## src/rtl/ex_pkg.sv

```systemverilog
// Shared definitions for the execute stage: ALU operation encoding, control-byte
// field positions and branch funct3 codes.
package ex_pkg;

    typedef enum logic [3:0] {
        ALU_ADD,
        ALU_SUB,
        ALU_SLL,
        ALU_SLT,
        ALU_SLTU,
        ALU_XOR,
        ALU_SRL,
        ALU_SRA,
        ALU_OR,
        ALU_AND,
        ALU_PASSB
    } alu_op_e;

    // controls byte: [7:6] WB{regWrite,memToReg} [5:3] M{branch,memRead,memWrite} [2:1] aluop [0] alusrc
    localparam int CTL_WB_HI    = 7;
    localparam int CTL_WB_LO    = 6;
    localparam int CTL_M_HI     = 5;
    localparam int CTL_M_LO     = 3;
    localparam int CTL_BRANCH   = 5;
    localparam int CTL_ALUOP_HI = 2;
    localparam int CTL_ALUOP_LO = 1;
    localparam int CTL_ALUSRC   = 0;

    localparam logic [1:0] ALUOP_ADD   = 2'b00;
    localparam logic [1:0] ALUOP_SUB   = 2'b01;
    localparam logic [1:0] ALUOP_FUNCT = 2'b10;
    localparam logic [1:0] ALUOP_PASSB = 2'b11;

    localparam logic [2:0] BR_EQ  = 3'b000;
    localparam logic [2:0] BR_NE  = 3'b001;
    localparam logic [2:0] BR_LT  = 3'b100;
    localparam logic [2:0] BR_GE  = 3'b101;
    localparam logic [2:0] BR_LTU = 3'b110;
    localparam logic [2:0] BR_GEU = 3'b111;

endpackage

```

## src/rtl/ex_alu.sv

```systemverilog
// Combinational integer ALU; shifts use only the low $clog2(XLEN) bits of operand B.
module ex_alu
    import ex_pkg::*;
#(
    parameter int XLEN = 32
) (
    input  alu_op_e           i_op,
    input  logic [XLEN-1:0]   i_a,
    input  logic [XLEN-1:0]   i_b,
    output logic [XLEN-1:0]   o_result
);

    localparam int SHW = $clog2(XLEN);

    logic [SHW-1:0] w_shamt;
    assign w_shamt = i_b[SHW-1:0];

    always_comb begin
        o_result = '0;
        case (i_op)
            ALU_ADD:   o_result = i_a + i_b;
            ALU_SUB:   o_result = i_a - i_b;
            ALU_SLL:   o_result = i_a << w_shamt;
            ALU_SLT:   o_result = {{(XLEN-1){1'b0}}, ($signed(i_a) < $signed(i_b))};
            ALU_SLTU:  o_result = {{(XLEN-1){1'b0}}, (i_a < i_b)};
            ALU_XOR:   o_result = i_a ^ i_b;
            ALU_SRL:   o_result = i_a >> w_shamt;
            ALU_SRA:   o_result = $unsigned($signed(i_a) >>> w_shamt);
            ALU_OR:    o_result = i_a | i_b;
            ALU_AND:   o_result = i_a & i_b;
            ALU_PASSB: o_result = i_b;
            default:   o_result = '0;
        endcase
    end

endmodule

```

## src/rtl/ex_stage_pipe.sv

```systemverilog
// Execute stage: operand forwarding, ALU decode, branch resolution and the EX/MEM
// register with a valid/ready handshake and flush.
module ex_stage_pipe
    import ex_pkg::*;
#(
    parameter int XLEN   = 32,
    parameter int REG_AW = 5,
    parameter bit FWD_EN = 1'b1
) (
    input  logic              clock,
    input  logic              reset_n,
    input  logic              in_valid,
    output logic              in_ready,
    input  logic              flush,
    input  logic [7:0]        controls,
    input  logic [XLEN-1:0]   pc,
    input  logic [XLEN-1:0]   imm,
    input  logic [XLEN-1:0]   rs1_data,
    input  logic [XLEN-1:0]   rs2_data,
    input  logic [REG_AW-1:0] rs1,
    input  logic [REG_AW-1:0] rs2,
    input  logic [REG_AW-1:0] rd,
    input  logic [2:0]        funct3,
    input  logic [6:0]        funct7,
    input  logic              mem_fwd_we,
    input  logic [REG_AW-1:0] mem_fwd_rd,
    input  logic [XLEN-1:0]   mem_fwd_data,
    input  logic              wb_fwd_we,
    input  logic [REG_AW-1:0] wb_fwd_rd,
    input  logic [XLEN-1:0]   wb_fwd_data,
    output logic              out_valid,
    input  logic              out_ready,
    output logic [XLEN-1:0]   out_alu,
    output logic              out_zero,
    output logic [XLEN-1:0]   out_pc_branch,
    output logic              out_br_taken,
    output logic [1:0]        out_ctrl_wb,
    output logic [2:0]        out_ctrl_m,
    output logic [XLEN-1:0]   out_store_data,
    output logic [REG_AW-1:0] out_rd
);

    logic [XLEN-1:0]   w_fwd_rs1, w_fwd_rs2, w_op_b, w_alu_res;
    logic [1:0]        w_aluop;
    logic              w_alusrc, w_br_cond, w_capture;
    alu_op_e           w_alu_op;
    logic              w_unused_f7;

    logic              r_valid, r_br_taken;
    logic [XLEN-1:0]   r_alu, r_pc_branch, r_store;
    logic [1:0]        r_ctrl_wb;
    logic [2:0]        r_ctrl_m;
    logic [REG_AW-1:0] r_rd;

    assign w_aluop     = controls[CTL_ALUOP_HI:CTL_ALUOP_LO];
    assign w_alusrc    = controls[CTL_ALUSRC];
    assign w_unused_f7 = ^{funct7[6], funct7[4:0]};

    // x0 is hard-wired, so a writeback naming it must never override the register file.
    always_comb begin
        w_fwd_rs1 = rs1_data;
        w_fwd_rs2 = rs2_data;
        if (FWD_EN) begin
            if (rs1 != '0) begin
                if (mem_fwd_we && (mem_fwd_rd == rs1))     w_fwd_rs1 = mem_fwd_data;
                else if (wb_fwd_we && (wb_fwd_rd == rs1))  w_fwd_rs1 = wb_fwd_data;
            end
            if (rs2 != '0) begin
                if (mem_fwd_we && (mem_fwd_rd == rs2))     w_fwd_rs2 = mem_fwd_data;
                else if (wb_fwd_we && (wb_fwd_rd == rs2))  w_fwd_rs2 = wb_fwd_data;
            end
        end
    end

    assign w_op_b = w_alusrc ? imm : w_fwd_rs2;

    always_comb begin
        w_alu_op = ALU_ADD;
        case (w_aluop)
            ALUOP_ADD:   w_alu_op = ALU_ADD;
            ALUOP_SUB:   w_alu_op = ALU_SUB;
            ALUOP_PASSB: w_alu_op = ALU_PASSB;
            default: begin
                case (funct3)
                    3'b000:  w_alu_op = (funct7[5] && !w_alusrc) ? ALU_SUB : ALU_ADD;
                    3'b001:  w_alu_op = ALU_SLL;
                    3'b010:  w_alu_op = ALU_SLT;
                    3'b011:  w_alu_op = ALU_SLTU;
                    3'b100:  w_alu_op = ALU_XOR;
                    3'b101:  w_alu_op = funct7[5] ? ALU_SRA : ALU_SRL;
                    3'b110:  w_alu_op = ALU_OR;
                    default: w_alu_op = ALU_AND;
                endcase
            end
        endcase
    end

    ex_alu #(.XLEN(XLEN)) u_alu (
        .i_op     (w_alu_op),
        .i_a      (w_fwd_rs1),
        .i_b      (w_op_b),
        .o_result (w_alu_res)
    );

    always_comb begin
        w_br_cond = 1'b0;
        case (funct3)
            BR_EQ:   w_br_cond = (w_fwd_rs1 == w_fwd_rs2);
            BR_NE:   w_br_cond = (w_fwd_rs1 != w_fwd_rs2);
            BR_LT:   w_br_cond = ($signed(w_fwd_rs1) <  $signed(w_fwd_rs2));
            BR_GE:   w_br_cond = ($signed(w_fwd_rs1) >= $signed(w_fwd_rs2));
            BR_LTU:  w_br_cond = (w_fwd_rs1 <  w_fwd_rs2);
            BR_GEU:  w_br_cond = (w_fwd_rs1 >= w_fwd_rs2);
            default: w_br_cond = 1'b0;
        endcase
    end

    assign in_ready  = ~r_valid | out_ready;
    assign w_capture = in_valid & in_ready;

    // Branch-taken is cleared whenever the register empties so it never outlives its instruction.
    always_ff @(posedge clock or negedge reset_n) begin
        if (!reset_n) begin
            r_valid     <= 1'b0;
            r_br_taken  <= 1'b0;
            r_alu       <= '0;
            r_pc_branch <= '0;
            r_store     <= '0;
            r_ctrl_wb   <= '0;
            r_ctrl_m    <= '0;
            r_rd        <= '0;
        end else if (flush) begin
            r_valid    <= 1'b0;
            r_br_taken <= 1'b0;
        end else if (w_capture) begin
            r_valid     <= 1'b1;
            r_br_taken  <= controls[CTL_BRANCH] & w_br_cond;
            r_alu       <= w_alu_res;
            r_pc_branch <= pc + imm;
            r_store     <= w_fwd_rs2;
            r_ctrl_wb   <= controls[CTL_WB_HI:CTL_WB_LO];
            r_ctrl_m    <= controls[CTL_M_HI:CTL_M_LO];
            r_rd        <= rd;
        end else if (out_ready) begin
            r_valid    <= 1'b0;
            r_br_taken <= 1'b0;
        end
    end

    assign out_valid      = r_valid;
    assign out_alu        = r_alu;
    assign out_zero       = (r_alu == '0);
    assign out_pc_branch  = r_pc_branch;
    assign out_br_taken   = r_br_taken;
    assign out_ctrl_wb    = r_ctrl_wb;
    assign out_ctrl_m     = r_ctrl_m;
    assign out_store_data = r_store;
    assign out_rd         = r_rd;

endmodule

```

## config.mk

```make
export PLATFORM = sky130hd
export DESIGN_NAME = ex_stage_pipe
export DESIGN_NICKNAME = d
export VERILOG_FILES = /design/src/rtl/ex_pkg.sv /design/src/rtl/ex_alu.sv /design/src/rtl/ex_stage_pipe.sv
export SDC_FILE = /design/constraint.sdc
export NUM_CORES = 1
export LEC_CHECK = 0
export BUFFER_PORTS_ARGS = -buffer_cell sky130_fd_sc_hd__clkbuf_2
export CORE_MARGIN = 2
export CORE_UTILIZATION = 45
export DETAILED_ROUTE_END_ITERATION = 8
export HOLD_SLACK_MARGIN = 0.15
export MAX_ROUTING_LAYER = met4
export PLACE_DENSITY = 0.71
export SLEW_MARGIN = 25
export SYNTH_ARGS = -nofsm -noshare
export SYNTH_HDL_FRONTEND = slang
export SYNTH_SLANG_ARGS = --single-unit
```

## constraint.sdc

```tcl
create_clock -name clock -period 2.21 [get_ports clock]
set_input_delay 0 -clock clock [delete_from_list [all_inputs] [get_ports clock]]
set_output_delay 0 -clock clock [all_outputs]
set_load 0.02 [all_outputs]
```

==> flow_summary.ini, run 1 <==
[outcome]
status = complete, but fails checks
violations = negative setup slack

[yosys]
synth_top_cell_by_area = dfrtp_1
avgSynthCellArea_um2 = 7.28
ys_warn_count = 0
synth_common_cells = nand2_1 (261), o21ai_0 (197), nor2_1 (188)
yosys-top-cells-area = dfrtp_1 (16%), ha_1 (12%), mux2i_1 (7.7%)
synth-edff-count = 0
synthCells = 2260
synth_top_area_share = 0.164
synth.net_count = 2665
synth_area_mm2 = 0.0164
synth-async-reset-ratio = 1.00
ys_types = 87
synth-seq-cells = 108
yosysMostFrequentCell = nand2_1
synth_ff_type = dfrtp_1
synth-seq-area-share = 0.164

[floorplan]
dieArea_mm2 = 0.0381
start_util = 0.454
rows = 70
ios = 352
die_w_um = 195
core_mm2 = 0.0363
die_y_um = 195

[worst_hold_path]
min_path_cells = 4
min_to = out_store_data[18]
hold_path.class = input pin to flip-flop
hp-start = rs2_data[18]

[routing]
routedWlPerCell_um = 27.0
via_per_inst = 6.53
drt-initial-drc-count = 3261
wl_um = 103000
dr.pass1.iters = 8
postRouteAntennaNets = 0
drc = 0
num_vias = 24918

[timing]
finalCritPeriodShare = 1.96
max-slew-margin-rel = 0.401
maxSlewViolCount = 0
hold_viol = 0
finalSetupViolCount = 38
worst_pin_slew_ps = 887
period_needed_ps = 4340
rsz0062_at_grt = yes
fmax_mhz = 230
skew_ps = 30.2
timing.final.ws_setup_ps = -2130
timing.hold.ws_ps = 99.0
fin_tns_setup_ps = -57120

[global_route]
met2_usage = 0.757
gr-max-usage-layer = met2
grt_pass1_wl_um = 147000
track_usage = 0.526
antenna_found_initial = 2
gr-total-overflow = 0
met3_usage = 0.173
grt_max_degree = 109
grt_use_met1 = 0.626
grt_pass1_vias = 24238

[finish]
design_area_mm2 = 0.0278
areaGrowthSynthToFinish_pct = 68.8
fillers = 2613
multi_input_area_mm2 = 0.0147
drive_gt1_frac = 0.468
seqCellArea_mm2 = 0.00270
nNetsFinal = 3744
finalNonFillerCells = 3814
fin_util = 0.765

[clock_tree]
numClockSinks = 108
cts_made_buffers = 9
clockBufferDepth = 2
clk_latency_ps = 430
clockRootBuffer = clkbuf_16
h-tree-depth = 3
cts_tree = yes
clkTransAtPathRegs_ps = 90
cts_hold_buf = 39

[worst_setup_path]
setup.worst_path.class = input pin to flip-flop
reg2reg_depth = 8
crit_start = rs2[0]
r2r-start = out_valid
crit_chain = buf_8 > nor4_4 > and2_4 > and3b_2 > or2_4 > clkbuf_16 > o311ai_4 > ha_4 > inv_2 > fa_2 > a21oi_4 > nor4_4 > nor3_4 > o41ai_4 > a311oi_2 > o311a_1 > o41ai_4 > buf_4 > xnor2_2 > a222oi_1 > buf_4 > a31oi_1
crit_arrival_ps = 4640
critical_path_required_ps = 2510
cpPeakStageDelay_ps = 430
start_kind = input pin
reg2reg_to = out_alu[24]
crit_fanout = 4
crit_slowest_cell = a222oi_1
cp-end-kind = flip-flop
r2r_slack_ps = -370

[power_and_ir_drop]
p_sw_mw = 6.91
p_int_mw = 7.66
ir_drop_mv = 0.525
leakagePower_nw = 13.3
power_frac_comb = 0.680
seqPwrFrac = 0.187
finalPower_mw = 14.6
power_density_mw_per_mm2 = 525
switching_share = 0.474
p_clk_frac = 0.133

[place]
io_buffer_count = 345
dp_slack_ps = -2840
place_area_mm2 = 0.0243
gp_congestion = 1.14
place_inst = 3665
hpwlAfterDp_um = 77700

[run]
drv_cap = 0
-- power groups by stage --
| stage | Combinational, mW | Clock (mW) | Sequential, mW |
|---|---|---|---|
| final | 9.91 | 1.94 | 2.73 |
| after global routing | 10.3 | 1.98 | 2.75 |
| after CTS | 8.91 | 1.90 | 2.69 |
| after detailed placement | 8.11 | 0 | 2.73 |
| after global placement | 7.98 | 0 | 2.71 |
| after floorplan | 3.62 | 0 | 3.14 |
-- timing repair --
item,4_1_cts,5_1_grt
buffers inserted,60,45
endpoints found under the hold margin,142,1
gates resized for setup,247,222
endpoints found under the setup margin,79,81
cloned,3,3
pin swaps,114,131
-- routing by layer --
metal	wire length (um)	share of wire	up-vias
li1	-	-	10545
met2	41700	0.40	2062
met3	14700	0.14	685
met4	9400	0.091	0
met1	37200	0.36	11626
met5	0	0	-
-- worst max-delay path by stage --
stage | endpoint | slack [ps]
final | out_alu[22] | -2130
after global routing | out_alu[30] | -2240
after CTS | out_alu[22] | -1970
after detailed placement | out_alu[9] | -2840
after global placement | out_alu[9] | -2870
after floorplan | out_alu[0] | -2370
-- sequential cells by signal, summed over array words and instances (netlist names) --
| register | count |
|---|---|
| out_alu | 32 |
| out_store_data | 32 |
| out_ctrl_wb | 2 |
| out_rd | 5 |
| out_pc_branch | 32 |
| out_br_taken | 1 |
| out_valid | 1 |
| out_ctrl_m | 3 |
-- critical path, delay by kind of cell --
family,cells,cell delay (ps)
adder cells (fa/ha/maj),2,620
AO/OA/AOI/OAI,8,1950
AND/OR/NAND/NOR,6,1260
buffers and inverters,5,680
XOR/XNOR,1,130
-- cell families after synthesis --
logic type | after synthesis | synth area share
XOR/XNOR | 65 | 0.0346
AND/OR/NAND/NOR | 706 | 0.196
AO/OA/AOI/OAI | 797 | 0.324
multiplexers | 143 | 0.0886
flip-flops | 108 | 0.164
buffers and inverters | 278 | 0.0670
adder cells (fa/ha/maj) | 163 | 0.125
-- area by class of cell --
type | count | share of cell area
multi-input cells | 1875 | 0.531
repair buffers | 1224 | 0.322
flip-flops and latches | 108 | 0.0974
well taps | 468 | 0.0211
inverters | 121 | 0.0165
clock buffers | 10 | 0.00825
clock inverters | 6 | 0.00289
diodes | 2 | 0.000180
-- cells in the final DEF, fill, tap and decap left out, types with 36 or more instances in the layout --
cell,n
buf_4,771
clkbuf_2,335
nand2_1,258
nor2_1,172
o21ai_0,139
ha_1,135
dfrtp_1,108
inv_1,107
a21oi_1,106
mux2i_1,102
buf_6,49
o22ai_1,44
o21ai_1,40
a21oi_2,38
o22a_1,37
dlygate4sd3_1,36
No activity file was read; power rests on OpenSTA's default activity.
==> run 2, diff against run 1 <==
--- a/config.mk
+++ b/config.mk
@@ -7,11 +7,10 @@
 export LEC_CHECK = 0
 export BUFFER_PORTS_ARGS = -buffer_cell sky130_fd_sc_hd__clkbuf_2
 export CORE_MARGIN = 2
-export CORE_UTILIZATION = 45
+export CORE_UTILIZATION = 28
 export DETAILED_ROUTE_END_ITERATION = 8
 export HOLD_SLACK_MARGIN = 0.15
 export MAX_ROUTING_LAYER = met4
-export PLACE_DENSITY = 0.71
 export SLEW_MARGIN = 25
 export SYNTH_ARGS = -nofsm -noshare
 export SYNTH_HDL_FRONTEND = slang
==> run 2 against run 1 <==
  * The flow still finishes with violations (negative setup slack)
  * Sequential power hardly changed
  * Maximum frequency is 0.21% lower
  * Via count is 7.5% lower
  * Utilization is 27 points lower
  * Register-to-register slack worse by 120 ps
  * Final area is 3.0% higher
  * Worst setup slack worse by 9.0 ps
  * Flip-flop and latch count stayed put
  * First-iteration DRC count is 28% lower
  * Combinational power is 0.7% lower
  * Critical endpoint is now out_alu[0]
==> flow_summary.ini, run 2 (synthesis gave the netlist of run 1 again) <==
[outcome]
status = complete, but fails checks
violations = negative setup slack

[finish]
fillers = 5643
nNetsFinal = 3740
areaGrowthSynthToFinish_pct = 73.9
mostFrequentLayoutCell = buf_4
final_cell_mix = buf_4 (762), clkbuf_2 (336), nand2_1 (254), nor2_1 (166), o21ai_0 (148)
drive_gt1_frac = 0.477
design_area_mm2 = 0.0286
finalNonFillerCells = 4109

[timing]
finalSetupViolCount = 38
worst_pin_slew_ps = 735
hold_viol = 0
timing.final.ws_setup_ps = -2140
max-slew-margin-rel = 0.506
period_needed_ps = 4350
fmax_mhz = 230
skew_ps = 14.6
maxSlewViolCount = 0
finalCritPeriodShare = 1.97
rsz0062_at_grt = yes
timing.hold.ws_ps = 97.3

[global_route]
grt_pass1_vias = 22459
grt_pass1_wl_um = 143000
track_usage = 0.324
grt_max_degree = 72
gr-total-overflow = 0
antenna_found_initial = 4

[worst_hold_path]
hold_path.class = input pin to flip-flop

[worst_setup_path]
crit_slowest_cell = o41ai_4
reg2reg_depth = 11
r2r-start = out_valid
crit_chain = clkbuf_16 > nor4_4 > and2_4 > and3b_2 > buf_6 > buf_6 > o41ai_4 > buf_4 > a21oi_4 > inv_2 > fa_2 > a21oi_4 > nor4_4 > nor3_4 > o41ai_4 > a311oi_2 > o311a_4 > o41ai_4 > buf_4 > a21oi_4 > o41ai_4 > buf_6 > nor3_4 > o32a_1
critical_path_required_ps = 2520
crit_fanout = 3
r2r_slack_ps = -490
start_kind = input pin
cp_common_cell = o41ai_4
setup.worst_path.end = out_alu[0]
cpPeakStageDelay_ps = 400
crit_start = rs2[2]
setup.worst_path.class = input pin to flip-flop
crit_arrival_ps = 4660
cp-end-kind = flip-flop
reg2reg_to = out_alu[31]

[routing]
wl_um = 99100
dr_wl_met2_um = 45700
dr.pass1.iters = 6
top_layer_used = met4
via_per_inst = 5.61
num_vias = 23054
dr_wl_met3_um = 7470
drt-initial-drc-count = 2333
wl_met1_um = 39500
postRouteAntennaNets = 0
drc = 0
routedWlPerCell_um = 24.1

[clock_tree]
numClockSinks = 108
cts_hold_buf = 50
clockRootBuffer = clkbuf_16
cts_made_buffers = 9
clkTransAtPathRegs_ps = 100
cts_tree = yes
h-tree-depth = 3
clk_latency_ps = 420
clockBufferDepth = 2

[power_and_ir_drop]
ir_drop_mv = 0.490
leakagePower_nw = 13.3
finalPower_mw = 14.4
power_density_mw_per_mm2 = 502

[floorplan]
rows = 88
ios = 352
dieArea_mm2 = 0.0607
start_util = 0.284
die_w_um = 246
core_mm2 = 0.0579
die_y_um = 246

[place]
io_buffer_count = 345
place_inst = 3964
place_area_mm2 = 0.0247
gp_congestion = 1.05
hpwlAfterDp_um = 78900

[run]
drv_cap = 0
## run 2: per-layer routing
metal	up-vias	global-route usage
met2	1188	0.516
met5	-	-
met4	0	0.171
li1	10569	-
met1	10962	0.391
met3	335	0.0578
## run 2: area by class of cell
type,count,area (um^2),share of cell area
sequential,108,2700,0.0945
clock inverter,6,56.3,0.00197
inverter,121,457,0.0160
timing repair buffer,1221,9070,0.317
antenna,4,10.0,0.000350
clock buffer,10,229,0.00801
multi-input combinational,1874,15100,0.529
tap,765,957,0.0335
## run 2: through the flow
step | worst slack (ps) | utilization | TNS (ps)
finish | -2140 | 0.494 | -53900
global route | -2300 | 0.494 | -60280
CTS | -2050 | 0.468 | -54280
detailed placement | -2690 | 0.427 | -81330
global placement | -2650 | 0.427 | -80130
floorplan | -2370 | - | -57700
## run 2: how the worst min path moves through the flow
stage                       startpoint                 end  depth (start not counted)
after floorplan                reset_n          out_alu[0]                          0
after global placement         reset_n         out_alu[23]                          1
after detailed placement       reset_n         out_alu[23]                          1
after CTS                 rs2_data[26]  out_store_data[26]                          4
after global routing      rs2_data[13]  out_store_data[13]                          4
final                     rs2_data[24]  out_store_data[24]                          4
## run 2: power breakdown
| part | total, mW | switching, mW | internal [mW] |
|---|---|---|---|
| Clock | 1.82 | 1.03 | 0.792 |
| Sequential | 2.70 | 0.322 | 2.37 |
| Combinational | 9.84 | 5.38 | 4.46 |
## run 2: critical path: cells and delay by family
kind / cells / cell delay [ps]
AO/OA/AOI/OAI: 10 / 2340
AND/OR/NAND/NOR: 6 / 1040
buffers and inverters: 7 / 1010
adder cells (fa/ha/maj): 1 / 250
## run 2: timing repair
| item | 4_1_cts | 5_1_grt |
|---|---|---|
| gates cloned | 2 | 1 |
| setup endpoints to repair | 53 | 76 |
| setup buffers | 54 | 38 |
| pin swaps | 146 | 142 |
| gates resized for setup | 241 | 240 |
| hold endpoints to repair | 149 | 3 |
